<file path="src/rtl/alu_cmd_queue.sv">
// Circular command FIFO ahead of the 4-bit ALU: valid/ready intake, one
// registered {opcode, a, b} issue per cycle when the ALU side is ready.
module alu_cmd_queue #(
  parameter int DEPTH = 8,
  parameter int CNT_W = $clog2(DEPTH) + 1
) (
  input  logic             clk,
  input  logic             reset,
  input  logic             flush,
  input  logic             in_valid,
  output logic             in_ready,
  input  logic [1:0]       in_opcode,
  input  logic [3:0]       in_a,
  input  logic [3:0]       in_b,
  input  logic             out_ready,
  output logic             alu_valid,
  output logic [1:0]       alu_opcode,
  output logic [3:0]       alu_a,
  output logic [3:0]       alu_b,
  output logic [CNT_W-1:0] count,
  output logic             full,
  output logic             empty
);
  localparam int PTR_W = $clog2(DEPTH);
  localparam logic [CNT_W-1:0] FULL_CNT = CNT_W'(DEPTH);

  typedef struct packed {
    logic [1:0] op;
    logic [3:0] a;
    logic [3:0] b;
  } cmd_t;

  cmd_t             mem [DEPTH];
  logic [PTR_W-1:0] wr_ptr, rd_ptr;
  logic             push, pop;

  assign full     = (count == FULL_CNT);
  assign empty    = (count == '0);
  assign in_ready = !full;
  // flush/reset suppress both sides; no pass-through when full, no bypass when empty
  assign push     = in_valid && in_ready && !flush && !reset;
  assign pop      = out_ready && !empty && !flush && !reset;

  // Storage carries no reset; contents are don't-care once pointers clear.
  always_ff @(posedge clk) begin
    if (push) mem[wr_ptr] <= '{op: in_opcode, a: in_a, b: in_b};
  end

  always_ff @(posedge clk) begin
    if (reset) begin
      wr_ptr     <= '0;
      rd_ptr     <= '0;
      count      <= '0;
      alu_valid  <= 1'b0;
      alu_opcode <= '0;
      alu_a      <= '0;
      alu_b      <= '0;
    end else if (flush) begin
      wr_ptr    <= '0;
      rd_ptr    <= '0;
      count     <= '0;
      alu_valid <= 1'b0;
    end else begin
      alu_valid <= pop;
      if (push) wr_ptr <= wr_ptr + PTR_W'(1);
      if (pop) begin
        rd_ptr     <= rd_ptr + PTR_W'(1);
        alu_opcode <= mem[rd_ptr].op;
        alu_a      <= mem[rd_ptr].a;
        alu_b      <= mem[rd_ptr].b;
      end
      if (push && !pop)      count <= count + CNT_W'(1);
      else if (pop && !push) count <= count - CNT_W'(1);
    end
  end
endmodule

</file>
<file path="config.mk">
export PLATFORM = sky130hd
export DESIGN_NAME = alu_cmd_queue
export DESIGN_NICKNAME = d
export VERILOG_FILES = /design/src/rtl/alu_cmd_queue.sv
export SDC_FILE = /design/constraint.sdc
export NUM_CORES = 1
export LEC_CHECK = 0
export BUFFER_PORTS_ARGS = -buffer_cell sky130_fd_sc_hd__buf_2
export CAP_MARGIN = 5
export CORE_ASPECT_RATIO = 0.6
export CORE_MARGIN = 2
export CORE_UTILIZATION = 25
export DETAILED_ROUTE_END_ITERATION = 8
export PLACE_DENSITY = 0.5
export SKIP_LAST_GASP = 1
export SYNTH_ARGS = -nofsm -noshare
export SYNTH_HDL_FRONTEND = slang
export SYNTH_SLANG_ARGS = --single-unit
</file>
<file path="constraint.sdc">
create_clock -name clk -period 3.7 [get_ports clk]
set_input_delay 0.555 -clock clk [delete_from_list [all_inputs] [get_ports clk]]
set_output_delay 0.555 -clock clk [all_outputs]
set_load 0.02 [all_outputs]
</file>
==> impl_metrics.env <==
export IMPL_power_total_mw=2.289
export IMPL_synth_top_cell_by_area="sky130_fd_sc_hd__edfxtp_1"
export IMPL_core_rows=35
export IMPL_post_synth_main_area_contributors="sky130_fd_sc_hd__edfxtp_1 (61%), sky130_fd_sc_hd__dfxtp_1 (11%), sky130_fd_sc_hd__mux4_2 (9.7%), sky130_fd_sc_hd__a221o_1 (2.5%), sky130_fd_sc_hd__mux4_1 (2.0%)"
export IMPL_drive_above_1_share_pct=30.60
export IMPL_detailroute_via_count=2071
export IMPL_path_class="flip-flop to flip-flop"
export IMPL_dp_final_hpwl_microns=5341
export IMPL_gp_routability_congestion=0.7267
export IMPL_wire_per_inst_microns=17.20
export IMPL_totalNegativeSetupSlack_ns=0
export IMPL_worstHoldPathType="flip-flop to flip-flop"
export IMPL_numPlacedInstances=455
export IMPL_clock_skew_final_ns=0.006513
export IMPL_run_status="finished, final reports clean"
export IMPL_post_synth_arst_share_pct=0
export IMPL_max_slew_worst_pin_slew_ns=0.7033
export IMPL_number_of_buffer_and_inverter_stages_on_the_critical_path=1
export IMPL_grt_antenna_before_repair=0
export IMPL_io_buffer_count=32
export IMPL_tritoncts_num_sinks=101
export IMPL_multi_input_comb_area_sq_um=1059
export IMPL_critical_path_cell_chain="or4b_1 -> nand2_2 -> nor2_1 -> ha_1 -> inv_1 -> ha_1 -> a21oi_1 -> a211o_1 -> a211oi_1 -> a31o_2"
export IMPL_cts_post_setup_buffers_inserted=0
export IMPL_leakagePower_nw=1.634
export IMPL_fin_cells=471
export IMPL_synthXorXnorAreaFrac_pct=1.326
export IMPL_timing_fmax_mhz=360.8
export IMPL_final_hold_violation_count=0
export IMPL_route_detailed_drc=0
export IMPL_post_syn_area_sq_um=3964
export IMPL_synth_most_common_cell="sky130_fd_sc_hd__edfxtp_1"
export IMPL_critical_path_s_slowest_cell="sky130_fd_sc_hd__or4b_1"
export IMPL_grt_total_usage_pct=10.37
export IMPL_ff_latch_area_sq_um=2823
export IMPL_detail_route_first_pass_iterations=4
export IMPL_areaGrowthSynthToFinish_pct=18.78
export IMPL_ys_seq_elements=101
export IMPL_drt_first_iter_violations=151
export IMPL_post_route_period_util_pct=74.90
export IMPL_synthesis_instances=217
export IMPL_design_die_area_sq_um=16910
export IMPL_unrepaired_setup_endpoints_after_global_routing="no"
export IMPL_drv_max_cap_violation_count=0
export IMPL_drt_antenna_violating_nets=0
export IMPL_synth_top_family_by_area="multiplexers"
export IMPL_cts_hold_buffers_added=0
export IMPL_netlist_cell_type_count=38
export IMPL_power_density_nw_per_um2=486.2
export IMPL_cp_required_ns=3.93
export IMPL_routed_via_density=4.397
export IMPL_post_synth_most_frequent_cells="sky130_fd_sc_hd__edfxtp_1 (80), sky130_fd_sc_hd__dfxtp_1 (21), sky130_fd_sc_hd__nor2_1 (18)"
export IMPL_mux_contribution_to_synthesized_area_pct=11.90
export IMPL_synth_fa_ha_area_share_pct=2.083
export IMPL_ctsHtreeMaxLevel=3
export IMPL_floorplan_initialDensity_pct=25.71
export IMPL_synth_compound_area_share_pct=4.640
export IMPL_cp_end_kind="flip-flop"
export IMPL_vdd_ir_drop_max_mv=0.2490
export IMPL_timing_max_slew_rel_slack_pct=52.86
export IMPL_insertion_delay_ns=0.34
export IMPL_postSynth_topFlopCell="sky130_fd_sc_hd__edfxtp_1"
export IMPL_drt_wl_total_microns=8100
export IMPL_clk_pin_slew_worst_paths_ns=0.06
export IMPL_ant_diodes=0
export IMPL_yosys_warnings=0
export IMPL_die_width_microns=166.6
export IMPL_cp_arrival_ns=3.01
export IMPL_clock_path_buffers=2
export IMPL_syn_avg_cell_area_sq_um=18.27
export IMPL_timing_final_crit_period_ns=2.771
export IMPL_synth_edf_count=80
export IMPL_worst_path_most_repeated_cell="sky130_fd_sc_hd__ha_1"
export IMPL_cts_inserted_buffers=9
export IMPL_wire_length_of_the_first_global_routing_pass_microns=12630
export IMPL_nFillCells=1532
export IMPL_synth_top_cell_area_share_pct=60.61
export IMPL_die_h_microns=101.5
export IMPL_synth_nets=238
export IMPL_number_of_gates_resized_after_cts=0
export IMPL_crit_path_max_fanout=8
export IMPL_number_of_global_route_vias_before_repair=2133
export IMPL_top_level_ports=33
export IMPL_critical_path_top_delay_family="simple AND/OR/NAND/NOR gates"
export IMPL_ctsRootBufferMaster="sky130_fd_sc_hd__clkbuf_16"
export IMPL_timing_critical_path_from_type="flip-flop"
export IMPL_max_stage_delay_ns=0.70
export IMPL_layout_net_count=284
export IMPL_tritoncts="done"
export IMPL_register_area_share_after_synthesis_pct=71.21
export IMPL_overflow=0
export IMPL_maximum_number_of_pins_on_one_net_before_global_route_repair=16
export IMPL_hold_worst_slack_ns=0.4802
export IMPL_finalMaxSlewViolations=0
export IMPL_synthSimpleGateAreaFrac_pct=6.755
export IMPL_fp_coreArea_sq_um=15410
export IMPL_setup_viol_count_final=0
[placed cells by master (no fill, tap or decap), types with 2 or more instances in the layout]
cell type                   netlist  routed
sky130_fd_sc_hd__a21oi_1          4       4
sky130_fd_sc_hd__a221o_1         10      10
sky130_fd_sc_hd__and3_1          10      10
sky130_fd_sc_hd__buf_2            2      32
sky130_fd_sc_hd__buf_4            0      12
sky130_fd_sc_hd__clkbuf_1         4       3
sky130_fd_sc_hd__clkbuf_16        0       9
sky130_fd_sc_hd__clkbuf_8         0       3
sky130_fd_sc_hd__dfxtp_1         21      21
sky130_fd_sc_hd__edfxtp_1        80      80
sky130_fd_sc_hd__ha_1             5       5
sky130_fd_sc_hd__inv_1            3       3
sky130_fd_sc_hd__mux4_1           3       3
sky130_fd_sc_hd__mux4_2          17      17
sky130_fd_sc_hd__nand2_1          5       5
sky130_fd_sc_hd__nand2b_1         2       2
sky130_fd_sc_hd__nand3_1          4       4
sky130_fd_sc_hd__nor2_1          18      18
sky130_fd_sc_hd__nor2_2           2       2
sky130_fd_sc_hd__xnor2_1          2       2
sky130_fd_sc_hd__xor2_1           4       4
[flip-flops by register name, indices dropped and copies added, names as in the netlist]
| signal | count |
|---|---|
| alu_valid | 1 |
| alu_opcode | 2 |
| count | 4 |
| wr_ptr | 3 |
| mem | 80 |
| rd_ptr | 3 |
| alu_a | 4 |
| alu_b | 4 |
[power by group]
part	leakage [nW]	total (mW)	switching [mW]	internal (mW)
combinational	0.593	0.0866	0.0530	0.0336
sequential	0.890	1.24	0.00695	1.23
clock	0.150	0.963	0.383	0.581
total	1.63	2.29	0.443	1.85
[path summary, 6_finish.rpt]
path	endpoint	cells past startpoint	slack [ns]	startpoint
worst max-delay path	count[3]	10	0.93	count[0]
worst min register to register	alu_b[3]	1	0.48	alu_b[3]
worst max register to register	count[3]	10	0.93	count[0]
worst min-delay path	alu_b[3]	1	0.48	alu_b[3]
[per-layer routing]
metal | wire length [microns] | GRT usage, %
met1 | 4040 | 13.88
met3 | 295 | 3.517
met5 | 0 | 0
met2 | 3674 | 16.02
met4 | 89 | 3.382
[worst register-to-register path, stage by stage, from the launching register on]
cell                       delay (ns)
sky130_fd_sc_hd__dfxtp_1         0.41
sky130_fd_sc_hd__or4b_1          0.70
sky130_fd_sc_hd__nand2_2         0.17
sky130_fd_sc_hd__nor2_1          0.07
sky130_fd_sc_hd__ha_1            0.23
sky130_fd_sc_hd__inv_1           0.13
sky130_fd_sc_hd__ha_1            0.28
sky130_fd_sc_hd__a21oi_1         0.20
sky130_fd_sc_hd__a211o_1         0.17
sky130_fd_sc_hd__a211oi_1        0.07
sky130_fd_sc_hd__a31o_2          0.23
[cells by family after synthesis]
group / Yosys count
simple gates: 51
compound gates: 19
xor+xnor: 6
mux: 21
buf+inv: 13
flops: 101
fa+ha+maj: 6
[layout make-up]
class	count	area share (%)
Inverter	4	0.3189
Sequential cell	101	59.95
Multi-Input combinational cell	103	22.48
Timing Repair Buffer	44	5.315
Tap cell	203	5.395
Clock buffer	15	5.900
Clock inverter	1	0.6378
[per-stage QoR]
step	utilization (%)	setup WS, ns	area (sq um)
after floorplan	-	1.059	3964
after global placement	28.55	0.9642	4400
after detailed placement	28.55	0.9379	4400
after CTS	30.54	0.9302	4708
after global routing	30.54	0.7219	4708
final	30.54	0.9287	4708
Power figures use the tool's default switching activity.
